<file path="src/rtl/buffer_pixeles_escritura_pkg.sv">
// Constants shared by the read-side and write-side pixel buffers between the filter and memory.
// Byte lanes in a memory word are ordered MSB-first: pixel 0 occupies bits [31:24].
package buffer_pixeles_escritura_pkg;
  localparam int PIXEL_W        = 8;
  localparam int WORD_W         = 32;
  localparam int BYTES_PER_WORD = WORD_W / PIXEL_W;
  localparam bit LANE_MSB_FIRST = 1'b1;

  function automatic int lane_lsb(input int k);
    return LANE_MSB_FIRST ? WORD_W - PIXEL_W * (k + 1) : PIXEL_W * k;
  endfunction
endpackage

</file>
<file path="src/rtl/buffer_pixeles_escritura_fifo.sv">
// Word FIFO between the pixel packer and the memory-write controller; first-word fall-through.
// The head output reads zero when the FIFO is empty so that stale words never show on memory_data.
module fifo_palabras_mem #(
  parameter int DEPTH  = 4,
  parameter int WORD_W = 32
) (
  input  logic                       clk,
  input  logic                       i_rst_n,
  input  logic                       i_push,
  input  logic [WORD_W-1:0]          i_push_data,
  input  logic                       i_pop,
  output logic [WORD_W-1:0]          o_head,
  output logic [$clog2(DEPTH+1)-1:0] o_count
);
  localparam int AW = $clog2(DEPTH);
  localparam int CW = $clog2(DEPTH+1);

  logic [WORD_W-1:0] r_mem [DEPTH];
  logic [AW-1:0]     r_wr_ptr;
  logic [AW-1:0]     r_rd_ptr;
  logic [CW-1:0]     r_count;
  logic              w_pop;

  assign w_pop   = i_pop && (r_count != '0);
  assign o_head  = (r_count != '0) ? r_mem[r_rd_ptr] : '0;
  assign o_count = r_count;

  always_ff @(posedge clk) begin
    if (!i_rst_n) begin
      r_wr_ptr <= '0;
      r_rd_ptr <= '0;
      r_count  <= '0;
      for (int i = 0; i < DEPTH; i++) r_mem[i] <= '0;
    end else begin
      if (i_push) begin
        r_mem[r_wr_ptr] <= i_push_data;
        r_wr_ptr        <= r_wr_ptr + 1'b1;
      end
      if (w_pop) r_rd_ptr <= r_rd_ptr + 1'b1;
      unique case ({i_push, w_pop})
        2'b10:   r_count <= r_count + 1'b1;
        2'b01:   r_count <= r_count - 1'b1;
        default: r_count <= r_count;
      endcase
    end
  end
endmodule

</file>
<file path="src/rtl/buffer_pixeles_escritura.sv">
// Packs four filtered pixels MSB-first into 32-bit words and queues them for the memory writer.
// A flush commits a partial word padded with PAD, waiting for FIFO space if necessary.
module buffer_pixeles_escritura
  import buffer_pixeles_escritura_pkg::*;
#(
  parameter int                 DEPTH = 4,
  parameter logic [PIXEL_W-1:0] PAD   = 8'h00
) (
  input  logic                       clk,
  input  logic                       reset,
  input  logic [PIXEL_W-1:0]         pixel,
  input  logic                       write_pixel,
  input  logic                       flush,
  input  logic                       read_mem_data,
  output logic [WORD_W-1:0]          memory_data,
  output logic                       data_available,
  output logic                       space_available,
  output logic [$clog2(DEPTH+1)-1:0] word_count
);
  localparam int CW = $clog2(DEPTH+1);
  localparam int BW = WORD_W - PIXEL_W;

  logic [1:0]        r_idx;
  logic              r_flush_pend;
  logic [BW-1:0]     r_bytes;

  logic              w_full;
  logic              w_accept;
  logic              w_push;
  logic [WORD_W-1:0] w_push_word;
  logic [1:0]        w_idx_nxt;
  logic              w_pend_nxt;
  logic [BW-1:0]     w_bytes_nxt;

  function automatic logic [WORD_W-1:0] pad_word(input logic [BW-1:0] b, input logic [1:0] n);
    logic [WORD_W-1:0] w;
    w = {b, PAD};
    for (int k = 0; k < BYTES_PER_WORD; k++)
      if (k >= int'(n)) w[lane_lsb(k) +: PIXEL_W] = PAD;
    return w;
  endfunction

  assign w_full          = (word_count == CW'(DEPTH));
  assign space_available = ((r_idx != 2'd3) || !w_full) && !(r_flush_pend && w_full);
  assign w_accept        = write_pixel && space_available;
  assign data_available  = (word_count != '0);

  always_comb begin
    w_push      = 1'b0;
    w_push_word = {r_bytes, pixel};
    w_idx_nxt   = r_idx;
    w_pend_nxt  = r_flush_pend || flush;
    w_bytes_nxt = r_bytes;
    if (w_accept && (r_idx == 2'd3)) begin
      w_push     = 1'b1;
      w_idx_nxt  = 2'd0;
      w_pend_nxt = 1'b0;
    end else begin
      if (w_accept) w_bytes_nxt[lane_lsb(int'(r_idx)) - PIXEL_W +: PIXEL_W] = pixel;
      w_idx_nxt = r_idx + {1'b0, w_accept};
      // The pixel of this cycle is packed before a flush looks at the partial word.
      if (w_pend_nxt) begin
        if (w_idx_nxt == 2'd0) begin
          w_pend_nxt = 1'b0;
        end else if (!w_full) begin
          w_push      = 1'b1;
          w_push_word = pad_word(w_bytes_nxt, w_idx_nxt);
          w_idx_nxt   = 2'd0;
          w_pend_nxt  = 1'b0;
        end
      end
    end
  end

  always_ff @(posedge clk) begin
    if (!reset) begin
      r_idx        <= 2'd0;
      r_flush_pend <= 1'b0;
    end else begin
      r_idx        <= w_idx_nxt;
      r_flush_pend <= w_pend_nxt;
    end
  end

  always_ff @(posedge clk) begin
    r_bytes <= w_bytes_nxt;
  end

  fifo_palabras_mem #(
    .DEPTH (DEPTH),
    .WORD_W(WORD_W)
  ) u_fifo (
    .clk        (clk),
    .i_rst_n    (reset),
    .i_push     (w_push),
    .i_push_data(w_push_word),
    .i_pop      (read_mem_data),
    .o_head     (memory_data),
    .o_count    (word_count)
  );
endmodule

</file>
<file path="config.mk">
export PLATFORM = sky130hd
export DESIGN_NAME = buffer_pixeles_escritura
export DESIGN_NICKNAME = d
export VERILOG_FILES = /design/src/rtl/buffer_pixeles_escritura_pkg.sv /design/src/rtl/buffer_pixeles_escritura_fifo.sv /design/src/rtl/buffer_pixeles_escritura.sv
export SDC_FILE = /design/constraint.sdc
export NUM_CORES = 1
export LEC_CHECK = 0
export ABC_AREA = 1
export CORE_ASPECT_RATIO = 0.8
export CORE_MARGIN = 1
export CORE_UTILIZATION = 60
export CTS_CLUSTER_DIAMETER = 60
export DETAILED_ROUTE_END_ITERATION = 7
export GPL_TIMING_DRIVEN = 0
export PLACE_DENSITY = 0.88
export SLEW_MARGIN = 5
export SYNTH_ARGS = -nofsm -noshare
export SYNTH_HDL_FRONTEND = slang
export SYNTH_SLANG_ARGS = --single-unit
</file>
<file path="constraint.sdc">
create_clock -name clk -period 6.5 [get_ports clk]
set_input_delay 0.65 -clock clk [delete_from_list [all_inputs] [get_ports clk]]
set_output_delay 0.65 -clock clk [all_outputs]
set_load 0.05 [all_outputs]
</file>
Word level (Yosys, flattened, before mapping)
Memories as Yosys holds them, arrays and structs flattened. A register that Yosys moved wholly into a read port is not among the register bits.
Index checks and enable logic that the tools add are counted.
Storage, ports and cells
  bits in writable memories: 128
  memories kept: 1
  output and inout port bits: 37
  flip-flop bits (word level): 34
Memory list
  u_fifo.r_mem: depth 4, bits a word 32, read ports 1, clocked after Yosys merged registers in 1, write ports 4, line buffer_pixeles_escritura_fifo.sv:18  | logic [WORD_W-1:0] r_mem [DEPTH];
Cells by class
  bitwise logic cells: 2
  mux-type cells: 28
  $lt $le $gt $ge: 3
  reductions and logical operators: 15
  add/sub/neg operators: 9
  shifts and indexed selects: 2
  eq/ne operators: 5
Operators by type and width (count)
  two-way mux 32 bit: 6
  negator 8 -> 33 bit: 1
  variable shift 8 x 33 -> 24 bit (first input constant): 1
  indexed part select 8 x 33 -> 24 bit: 1
  OR reduction 32 bit: 1
  bitwise mux 24 bit: 1
  two-way mux 24 bit: 1
  two-way mux 8 bit: 3
  two-way mux 2 bit: 6
  two-way mux 1 bit: 10
  subtractor 7 x 5 -> 8 bit (second input constant): 1
  subtractor 6 x 6 -> 7 bit (first input constant): 1
  one-hot mux 3 bit (2 select lines): 1
  logical AND 1 bit: 5
  adder 2 x 1 -> 2 bit (second input constant): 2
  == test 2 bit (second input constant): 2
  >= comparator 1 x 2 -> 1 bit (first input constant): 2
  OR reduction 4 bit: 1
  adder 2 x 1 -> 3 bit (second input constant): 1
  adder 3 x 1 -> 3 bit (second input constant): 1
  == test 3 bit (second input constant): 1
  nonzero test 3 bit: 1
  subtractor 3 x 1 -> 3 bit (second input constant): 1
  adder 2 x 1 -> 2 bit: 1
  9 further kinds: 12

Depth between registers and ports, before layout
Gate-level depths: netlist of run 1.
  depth in word-level cells: 15
  depth in mapped cells: 22
  mapped depth without buffers: 22

Modules after synthesis
A second synthesis of run 1 with hierarchy kept.
Unflattened totals
  cells, all modules: 961
  area total of the unflattened synthesis: 8260.4 um^2
By module, submodules not included
  fifo_palabras_mem: cells an instance 645, sequential area each 4023.9 um^2, times used 1, area each 6169.7 um^2
  buffer_pixeles_escritura: cells an instance 316, sequential area each 780.7 um^2, times used 1, area each 2090.8 um^2

Worst setup path before layout of run 1
OpenSTA, ideal clock, no wires.
  kind: reg2reg
  start point: register r_idx[0]
  end point: memory u_fifo.r_mem[3][0] (enable)
  data required time: 6032 ps
  buffers on the path: 0
  stages on the path, launching flop included: 17
  period minus slack after synthesis: 4669 ps
  arrival time: 4201 ps
  slack: 1831 ps
  cells stage by stage: dfxtp_1 -> ha_1 -> inv_1 -> nand2_1 -> nand3_2 -> nand2_1 -> inv_1 -> ha_1 -> inv_1 -> nand2_1 -> nand2_1 -> nor2_1 -> inv_1 -> nand2_1 -> nand2_4 -> nand2_1 -> o21ai_0
RTL lines
  start, declared: line buffer_pixeles_escritura.sv:23  | logic [1:0] r_idx;
  start signal, assigned: line buffer_pixeles_escritura.sv:80  | r_idx <= w_idx_nxt;
  end, declared: line buffer_pixeles_escritura_fifo.sv:18

==> out/results.ini, run 1 <==
[sta]
drv_slew = 0
whs_ns = 0.482
hold_violations = 0
setup_viol = 0
max_slew.worst_pin.slew_ns = 0.887
rsz0062_at_grt = false
skew_ns = 0.00949
fmax_mhz = 262
layout_setup_ws_ns = 2.69
relSlewSlack = 0.407
min_period_over_period = 0.587
final.setup.tns_ns = 0
period_minus_slack_ns = 3.81

[cells_and_area]
drive_gt1_frac = 0.0927
fillers = 877
fin_nets = 948
syn_to_final_growth_pct = 16.6
num_antenna_cells = 0
instances_no_fill = 1114

[grt]
grt_first_pass_wirelength_mm = 31.4
gr-usage-all-layers = 0.302
grt_pass1_vias = 6002
grt-ovfl-total = 0
grt_max_degree = 34
antenna_found_initial = 0

[worst_setup_path]
crit_required_ns = 6.56
critical-path-top-delay-family = simple AND/OR/NAND/NOR gates
reg2reg_depth = 17
crit_path_frequent_cell = nand2_1
crit_fanout = 32
critical_path.endpoint_type = flip-flop
cpPeakStageDelay_ns = 0.64
worstPathCellList = ha_1, inv_1, nand2_1, nand3_2, nand2_1, inv_1, ha_1, inv_1, nand2_1, nand2_1, nor2_1, inv_1, nand2_1, nand2_4, nand4_1, buf_2, nand2_2
arrival_ns = 3.87
reg2reg_slack_ns = 2.69
cpMaxStageDelayCell = nand2_2
critPathLaunchType = flip-flop
path_class = flip-flop to flip-flop
critical_path.n_buffers_inverters = 5
r2r_end = u_fifo.r_mem[0][30]$_SDFFCE_PN0P_
reg2reg_from = r_idx[0]$_SDFF_PP0_

[logic_synthesis]
synth_top_family_by_area = simple AND/OR/NAND/NOR gates
synthXorXnorAreaFrac = 0.00109
yosysWarnings = 0
synth_area_mm2 = 0.00801
synth.distinct_cells = 30
synth_area_per_cell_um2 = 9.35
synth_fa_ha_area_frac = 0.0159
synthTopCellsByArea = edfxtp_1 (57%), nor2_1 (12%), a21oi_1 (4.6%)
yosys.area.top_type = edfxtp_1
synth_nets = 879
yosysTopAreaCellShare = 0.570
synth_seq_cells = 164
syn_inst = 857
synth_simple_gate_area_frac = 0.224
synth_mux_area_frac = 0
synth_compound_area_frac = 0.0987
synth.yosys.seq_area_share = 0.600

[job]
cap_violations = 0

[clock_tree]
post-cts-setup-buffers = 0
ctsHoldBuffers = 0
htreeDepth = 4
clk_pin_slew_ns = 0.07
root_buffer = clkbuf_16
cts_resized = 0
cts_buffers = 17
clockBufferDepth = 2
cts_tree = yes
clkLatencyLatePin_ns = 0.43
cts_num_sinks = 164

[routing]
drt-initial-drc-count = 980
routed_via_density = 5.85
wl_per_cell_um = 17.7
drc_errors = 0
ant_nets = 0
first_pass_iters = 8
vias = 6514
finalWirelength_mm = 19.7

[place]
dp.final_hpwl_mm = 13.1
dpl_worst_slack_ns = 2.41
port_buffers = 49
dp_cells = 1082
gp_congestion = 0.909

[power]
p_leak_nw = 3.76
power.total_w = 0.00377
switchingPower_w = 0.00154
vdd_drop_max_v = 0.000247
p_int_w = 0.00223
p_per_area_mw_per_mm2 = 404
power_frac_clock = 0.261
comb_power_share = 0.386
p_sw_frac = 0.409
seq_power_share = 0.353

[die]
initial_core_util = 0.618
ioPinCount = 50
core_area_mm2 = 0.0130
fp-row-count = 37
die-area_mm2 = 0.0138
fp.dieW_um = 131
fp.dieH_um = 105

[hold_path]
hp-class = flip-flop to flip-flop
hp-start = u_fifo.r_rd_ptr[0]$_SDFFE_PN0P_
min_path_cells = 1

[outcome]
status = completed

through the flow:
step | instance area, um^2 | utilization
6_report | 9340 | 0.720
5_1_grt | 9340 | 0.720
4_1_cts | 9340 | 0.720
3_5_place_dp | 8770 | 0.676
3_3_place_gp | 8720 | 0.673
2_1_floorplan | 8010 | -
kinds of logic (layout without fill, tap and decap cells):
group / after synthesis / count (layout)
simple gates: 415 / 415
compound gates: 152 / 152
flops: 164 / 164
buf+inv: 116 / 198
xor+xnor: 1 / 1
fa+ha+maj: 9 / 9
power by group through the flow:
| stage | clock, W | sequential [W] | combinational, W |
|---|---|---|---|
| 2_1_floorplan | 0 | 0.00137 | 0.000954 |
| 3_3_place_gp | 0 | 0.00135 | 0.00140 |
| 3_5_place_dp | 0 | 0.00135 | 0.00143 |
| 4_1_cts | 0.000976 | 0.00133 | 0.00144 |
| 5_1_grt | 0.00103 | 0.00134 | 0.00156 |
| 6_report | 0.000984 | 0.00133 | 0.00146 |
cells in the mapped netlist:
library cell,n
nand4_1,12
nor2_4,1
clkbuf_1,20
nor3_1,8
inv_1,68
buf_2,15
nand2_4,10
nand3_1,37
nor2_1,254
xor2_1,1
edfxtp_1,152
nand3_4,1
nand3_2,3
nor3_2,1
o21ai_0,71
inv_2,3
buf_1,4
buf_4,2
o21ai_2,8
and3_1,1
nor2_8,1
buf_6,3
clkinv_1,1
nand2_2,2
nand2_1,82
nor2_2,2
ha_1,7
dfxtp_1,12
fa_1,2
a21oi_1,73
state kept, by name, indices dropped and copies added (netlist names), named ones only:
signal and count:
u_fifo.r_mem 128, r_bytes 24, u_fifo.o_count 3, r_idx 2
u_fifo.r_rd_ptr 2, u_fifo.r_wr_ptr 2, r_flush_pend 1
worst max-delay path by stage:
stage,endpoint,cells past startpoint,from
floorplan,u_fifo.r_mem[3][0]$_DFFE_PP_,16,r_idx[0]$_SDFF_PP0_
global placement,u_fifo.r_mem[3][13]$_DFFE_PP_,14,write_pixel
detailed placement,u_fifo.r_mem[1][13]$_SDFFCE_PN0P_,15,write_pixel
CTS,u_fifo.r_mem[0][17]$_SDFFCE_PN0P_,17,r_idx[0]$_SDFF_PP0_
global route,u_fifo.r_mem[0][30]$_SDFFCE_PN0P_,17,r_idx[0]$_SDFF_PP0_
finish,u_fifo.r_mem[0][30]$_SDFFCE_PN0P_,17,r_idx[0]$_SDFF_PP0_
metal layers:
layer  wire length, um  global-route usage
met1              7740               0.417
met3              2360              0.0673
met2              9120               0.465
met5                 0                   0
met4               507               0.127
layout by cell type, fill, tap and decap left out, types with 4 or more instances in the layout:
cell	count
clkbuf_16	17
o21ai_0	70
dfxtp_1	12
buf_2	15
inv_6	5
clkdlybuf4s50_1	49
o21ai_2	8
nand4_1	12
edfxtp_1	152
nand2_1	79
buf_1	4
nand2_4	10
inv_1	68
nand3_1	37
clkbuf_1	21
nor3_1	8
nand2_2	5
nor2_1	254
a21oi_1	73
ha_1	7
cell type report:
type / instances / area (um^2) / share of cell area
well taps: 175 / 219 / 0.0234
multi-input cells: 577 / 2740 / 0.293
inverters: 72 / 270 / 0.0289
clock buffers: 18 / 429 / 0.0460
flip-flops and latches: 164 / 4800 / 0.515
clock inverters: 14 / 143 / 0.0153
plain buffers: 44 / 214 / 0.0229
repair buffers: 50 / 518 / 0.0555
No activity file was read; power rests on OpenSTA's default activity.
==> inputs of run 2 (changes only) <==
Settings changed: CORE_UTILIZATION 60 to 54, PLACE_DENSITY 0.88 to 0.84.
Clock period 6.5 ns to 3.4 ns, I/O delays scaled along.
==> out/results.ini, run 2 (synthesized netlist as in run 1, its figures left out) <==
[outcome]
status = complete, but fails checks
violations = DRC

[hold_path]
hp-start = u_fifo.r_rd_ptr[1]$_SDFFE_PN0P_
min_path_cells = 2
hp-class = flip-flop to flip-flop

[routing]
vias = 6507
wl_per_cell_um = 18.3
finalWirelength_mm = 20.6
ant_nets = 0
first_pass_iters = 8
routed_via_density = 5.78
drt-initial-drc-count = 842
drc_errors = 10

[sta]
min_period_over_period = 0.970
setup_viol = 0
skew_ns = 0.00893
max_slew.worst_pin.slew_ns = 1.01
hold_violations = 0
drv_slew = 0
relSlewSlack = 0.327
period_minus_slack_ns = 3.30
final.setup.tns_ns = 0
fmax_mhz = 303
layout_setup_ws_ns = 0.102

[die]
fp.dieW_um = 138
ioPinCount = 50
initial_core_util = 0.556
die-area_mm2 = 0.0153
fp-row-count = 39
core_area_mm2 = 0.0144
fp.dieH_um = 111

[cells_and_area]
fin_nets = 951
mostFrequentLayoutCells = nor2_1 (253), edfxtp_1 (152), nand2_1 (78)
instances_no_fill = 1126
final_common_cell = nor2_1
largest_reg_flops = 128
top_register = u_fifo.r_mem
drive_gt1_frac = 0.105
num_antenna_cells = 0
multi_input_area_mm2 = 0.00281
utilization = 0.655
fillers = 1054
syn_to_final_growth_pct = 17.8
regArea_mm2 = 0.00481

[worst_setup_path]
critical-path-top-delay-family = buffers and inverters
cpPeakStageDelay_ns = 0.85
crit_fanout = 10
critical_path.endpoint_type = primary output
worstPathCellList = clkbuf_1, buf_2, nor2_1, nor2_1, o21ai_0, a21oi_1, clkdlybuf4s50_1
critPathLaunchType = flip-flop
critical_path.n_buffers_inverters = 3
path_class = flip-flop to primary output
reg2reg_slack_ns = 0.29
r2r_end = u_fifo.r_mem[3][14]$_DFFE_PP_
reg2reg_depth = 13
crit_required_ns = 3.06
cpMaxStageDelayCell = clkdlybuf4s50_1
reg2reg_from = r_idx[0]$_SDFF_PP0_
arrival_ns = 2.96
crit_path_frequent_cell = nor2_1

[clock_tree]
root_buffer = clkbuf_16
cts_tree = yes
clk_pin_slew_ns = 0.06
clkLatencyLatePin_ns = 0.43
htreeDepth = 4
cts_buffers = 17
cts_num_sinks = 164
clockBufferDepth = 2

[grt]
grt_first_pass_wirelength_mm = 32.6
grt_pass1_vias = 6055
grt-ovfl-total = 0
antenna_found_initial = 0
grt_max_degree = 34
gr-usage-all-layers = 0.283

[place]
dpl_worst_slack_ns = -0.422
dp_cells = 1091
dp.final_hpwl_mm = 13.2
gp_congestion = 0.882
port_buffers = 49

[power]
p_per_area_mw_per_mm2 = 769
vdd_drop_max_v = 0.000467
p_leak_nw = 3.79
power.total_w = 0.00725

[job]
cap_violations = 0

-- run 2: cell types whose count changed in the layout (fill, tap and decap cells not counted), sizes merged --
cell           before  now
dlymetal6s2s        0    1
inv                78   77
clkinvlp            1    3
clkbuf             38   40
clkdlybuf4s50      49   48
o21ai              79   80
clkinv              6    5
-- run 2: power breakdown --
| group | switching [W] | internal (W) |
|---|---|---|
| clock network | 0.000869 | 0.00103 |
| registers | 0.0000912 | 0.00245 |
| logic | 0.00203 | 0.000787 |
-- run 2: stage by stage --
step / hold slack [ns] / instance area [um^2]
3_3_place_gp: 0.451 / 8730
3_5_place_dp: 0.460 / 8760
5_1_grt: 0.498 / 9440
6_report: 0.474 / 9440
2_1_floorplan: 0.436 / 8010
4_1_cts: 0.472 / 9390
-- run 2: per-layer routing --
metal / GRT usage / part of all wire / up-vias
li1: - / - / 3020
met1: 0.379 / 0.39 / 2983
met2: 0.424 / 0.45 / 426
met3: 0.0678 / 0.12 / 78
met4: 0.168 / 0.039 / 0
met5: 0 / 0 / -
-- run 2: worst max path at each step --
stage,from,to,cells after the start
after floorplan,r_idx[0]$_SDFF_PP0_,u_fifo.r_mem[0][0]$_SDFFCE_PN0P_,17
after global placement,r_idx[0]$_SDFF_PP0_,u_fifo.r_mem[1][13]$_SDFFCE_PN0P_,16
after detailed placement,r_idx[0]$_SDFF_PP0_,u_fifo.r_mem[2][19]$_SDFFCE_PN0P_,17
after CTS,r_idx[0]$_SDFF_PP0_,u_fifo.r_mem[1][18]$_SDFFCE_PN0P_,16
after global routing,flip-flop,memory_data[30],7
final,flip-flop,memory_data[31],7
-- run 2: layout make-up --
cell class | instances | area share
repair buffers | 52 | 0.0554
multi-input cells | 578 | 0.298
clock inverters | 14 | 0.0154
clock buffers | 18 | 0.0455
flip-flops and latches | 164 | 0.510
well taps | 184 | 0.0244
plain buffers | 44 | 0.0233
inverters | 72 | 0.0286
-- run 2: what timing repair did --
item                                    CTS  global route
pin swaps                                 1             0
buffers inserted                          0             2
hold endpoints to repair                  0             0
gates resized for setup                   7            12
hold buffers                              0             0
endpoints found under the setup margin  109           153
cloned                                    1             0
-- run 2: tightest hold or removal path, cell delays in order (launching register included) --
cell	delay, ns
dfxtp_1	0.30
inv_1	0.05
a21oi_1	0.07
==> inputs of run 3 (changes only) <==
Settings changed: CORE_UTILIZATION 54 to 56, CTS_BUF_LIST from default to sky130_fd_sc_hd__clkbuf_8, PLACE_DENSITY 0.84 to 0.86.
==> out/results.ini, run 3 (synthesized netlist as in run 1, its figures left out) <==
[worst_setup_path]
worstPathCellList = clkbuf_1, clkbuf_2, nor2_1, nor2_1, o21ai_0, a21oi_1, clkdlybuf4s50_1
critical_path.endpoint_type = primary output
arrival_ns = 2.90
reg2reg_from = r_idx[0]$_SDFF_PP0_
critical_path.n_buffers_inverters = 3
path_class = flip-flop to primary output
cpMaxStageDelayCell = clkdlybuf4s50_1
crit_path_frequent_cell = nor2_1
cpPeakStageDelay_ns = 0.84
critical-path-top-delay-family = buffers and inverters
critPathLaunchType = flip-flop
crit_fanout = 10
crit_required_ns = 3.06

[cells_and_area]
num_antenna_cells = 0
utilization = 0.668
multi_input_area_mm2 = 0.00280
largest_reg_flops = 128
regArea_mm2 = 0.00481
fin_nets = 949
drive_gt1_frac = 0.0971
mostFrequentLayoutCells = nor2_1 (254), edfxtp_1 (152), nand2_1 (79)
instances_no_fill = 1117
fillers = 1021
top_register = u_fifo.r_mem
final_common_cell = nor2_1
syn_to_final_growth_pct = 14.6

[routing]
drc_errors = 0
first_pass_iters = 6
drt-initial-drc-count = 922
ant_nets = 0
vias = 6333
finalWirelength_mm = 19.3
wl_per_cell_um = 17.3
routed_via_density = 5.67

[clock_tree]
htreeDepth = 4
clockBufferDepth = 2
cts_buffers = 17
post-cts-setup-buffers = 0
cts_tree = yes
clkLatencyLatePin_ns = 0.47
ctsHoldBuffers = 0
root_buffer = clkbuf_8
clk_pin_slew_ns = 0.08
cts_num_sinks = 164

[grt]
gr-usage-all-layers = 0.277
grt_pass1_vias = 5700
use_met3 = 0.0762
grt-ovfl-total = 0
grt_first_pass_wirelength_mm = 29.9
antenna_found_initial = 0
grt_use_met2 = 0.434
use_met1 = 0.373
grt_max_degree = 34
busiest_layer = met2

[sta]
drv_slew = 0
min_period_over_period = 0.953
hold_violations = 0
max_slew.worst_pin.slew_ns = 0.942
fmax_mhz = 309
skew_ns = 0.0114
setup_viol = 0
relSlewSlack = 0.372
period_minus_slack_ns = 3.24
rsz0062_at_grt = false

[hold_path]
hp-class = flip-flop to flip-flop
hp-start = u_fifo.r_rd_ptr[1]$_SDFFE_PN0P_

[power]
p_leak_nw = 3.70
p_per_area_mw_per_mm2 = 720
vdd_drop_max_v = 0.000448

[die]
core_area_mm2 = 0.0137
fp.dieH_um = 109
die-area_mm2 = 0.0148
fp.dieW_um = 136
initial_core_util = 0.583
fp-row-count = 38
ioPinCount = 50

[place]
dp.final_hpwl_mm = 13.0
dp_cells = 1087
gp_congestion = 0.897
port_buffers = 49

[job]
cap_violations = 0

[outcome]
status = completed

-- run 3: changes by cell type in the layout (fill, tap and decap cells not counted), moves of 2 or more --
cell       before  now
buf_4           5    3
clkbuf_16      17    0
inv_8           2    0
clkbuf_8        0   17
-- run 3: through the flow --
step	setup TNS [ns]	area [um^2]	hold WS, ns	power [W]	setup WS, ns
after floorplan	0	8010	0.436	0.00444	0.140
after global placement	-89.77	8730	0.451	0.00526	-0.783
after detailed placement	-30.84	8760	0.462	0.00532	-0.358
after CTS	0	9150	0.466	0.00659	0.0100
after global routing	0	9180	0.494	0.00692	0.0135
final	0	9180	0.480	0.00661	0.160
-- run 3: routing by layer --
metal / part of all wire / up-vias
li1: - / 3006
met5: 0 / -
met3: 0.13 / 50
met2: 0.44 / 382
met4: 0.025 / 0
met1: 0.41 / 2895
-- run 3: final cells by class --
class / count / area share
timing repair buffer: 50 / 0.0556
sequential: 164 / 0.524
multi-input combinational: 578 / 0.305
clock inverter: 12 / 0.0119
tap: 180 / 0.0245
buffer: 44 / 0.0240
inverter: 72 / 0.0294
clock buffer: 17 / 0.0255
-- run 3: final timing paths --
kind | end | slack (ns) | depth (start not counted)
setup / recovery | memory_data[24] | 0.16 | 7
hold / removal | u_fifo.r_rd_ptr[1]$_SDFFE_PN0P_ | 0.48 | 2
setup reg to reg | u_fifo.r_mem[1][14]$_SDFFCE_PN0P_ | 0.29 | 16
hold reg to reg | u_fifo.r_rd_ptr[1]$_SDFFE_PN0P_ | 0.48 | 2
-- run 3: timing repair --
| item | 4_1_cts | 5_1_grt |
|---|---|---|
| gates cloned | 0 | 1 |
| pin swaps | 0 | 1 |
| gates resized for setup | 8 | 9 |
| setup endpoints to repair | 99 | 148 |
-- run 3: worst reg2reg max path: cells and delay by family, from the launching register on --
family / cells / cell delay [ns]
fa+ha+maj: 2 / 0.38
buf+inv: 4 / 0.56
flops: 1 / 0.41
simple gates: 10 / 1.42
-- run 3: power breakdown --
group	internal (W)	total, W	switching [W]
logic	0.000786	0.00278	0.00199
clock network	0.000567	0.00129	0.000726
registers	0.00245	0.00254	0.0000938
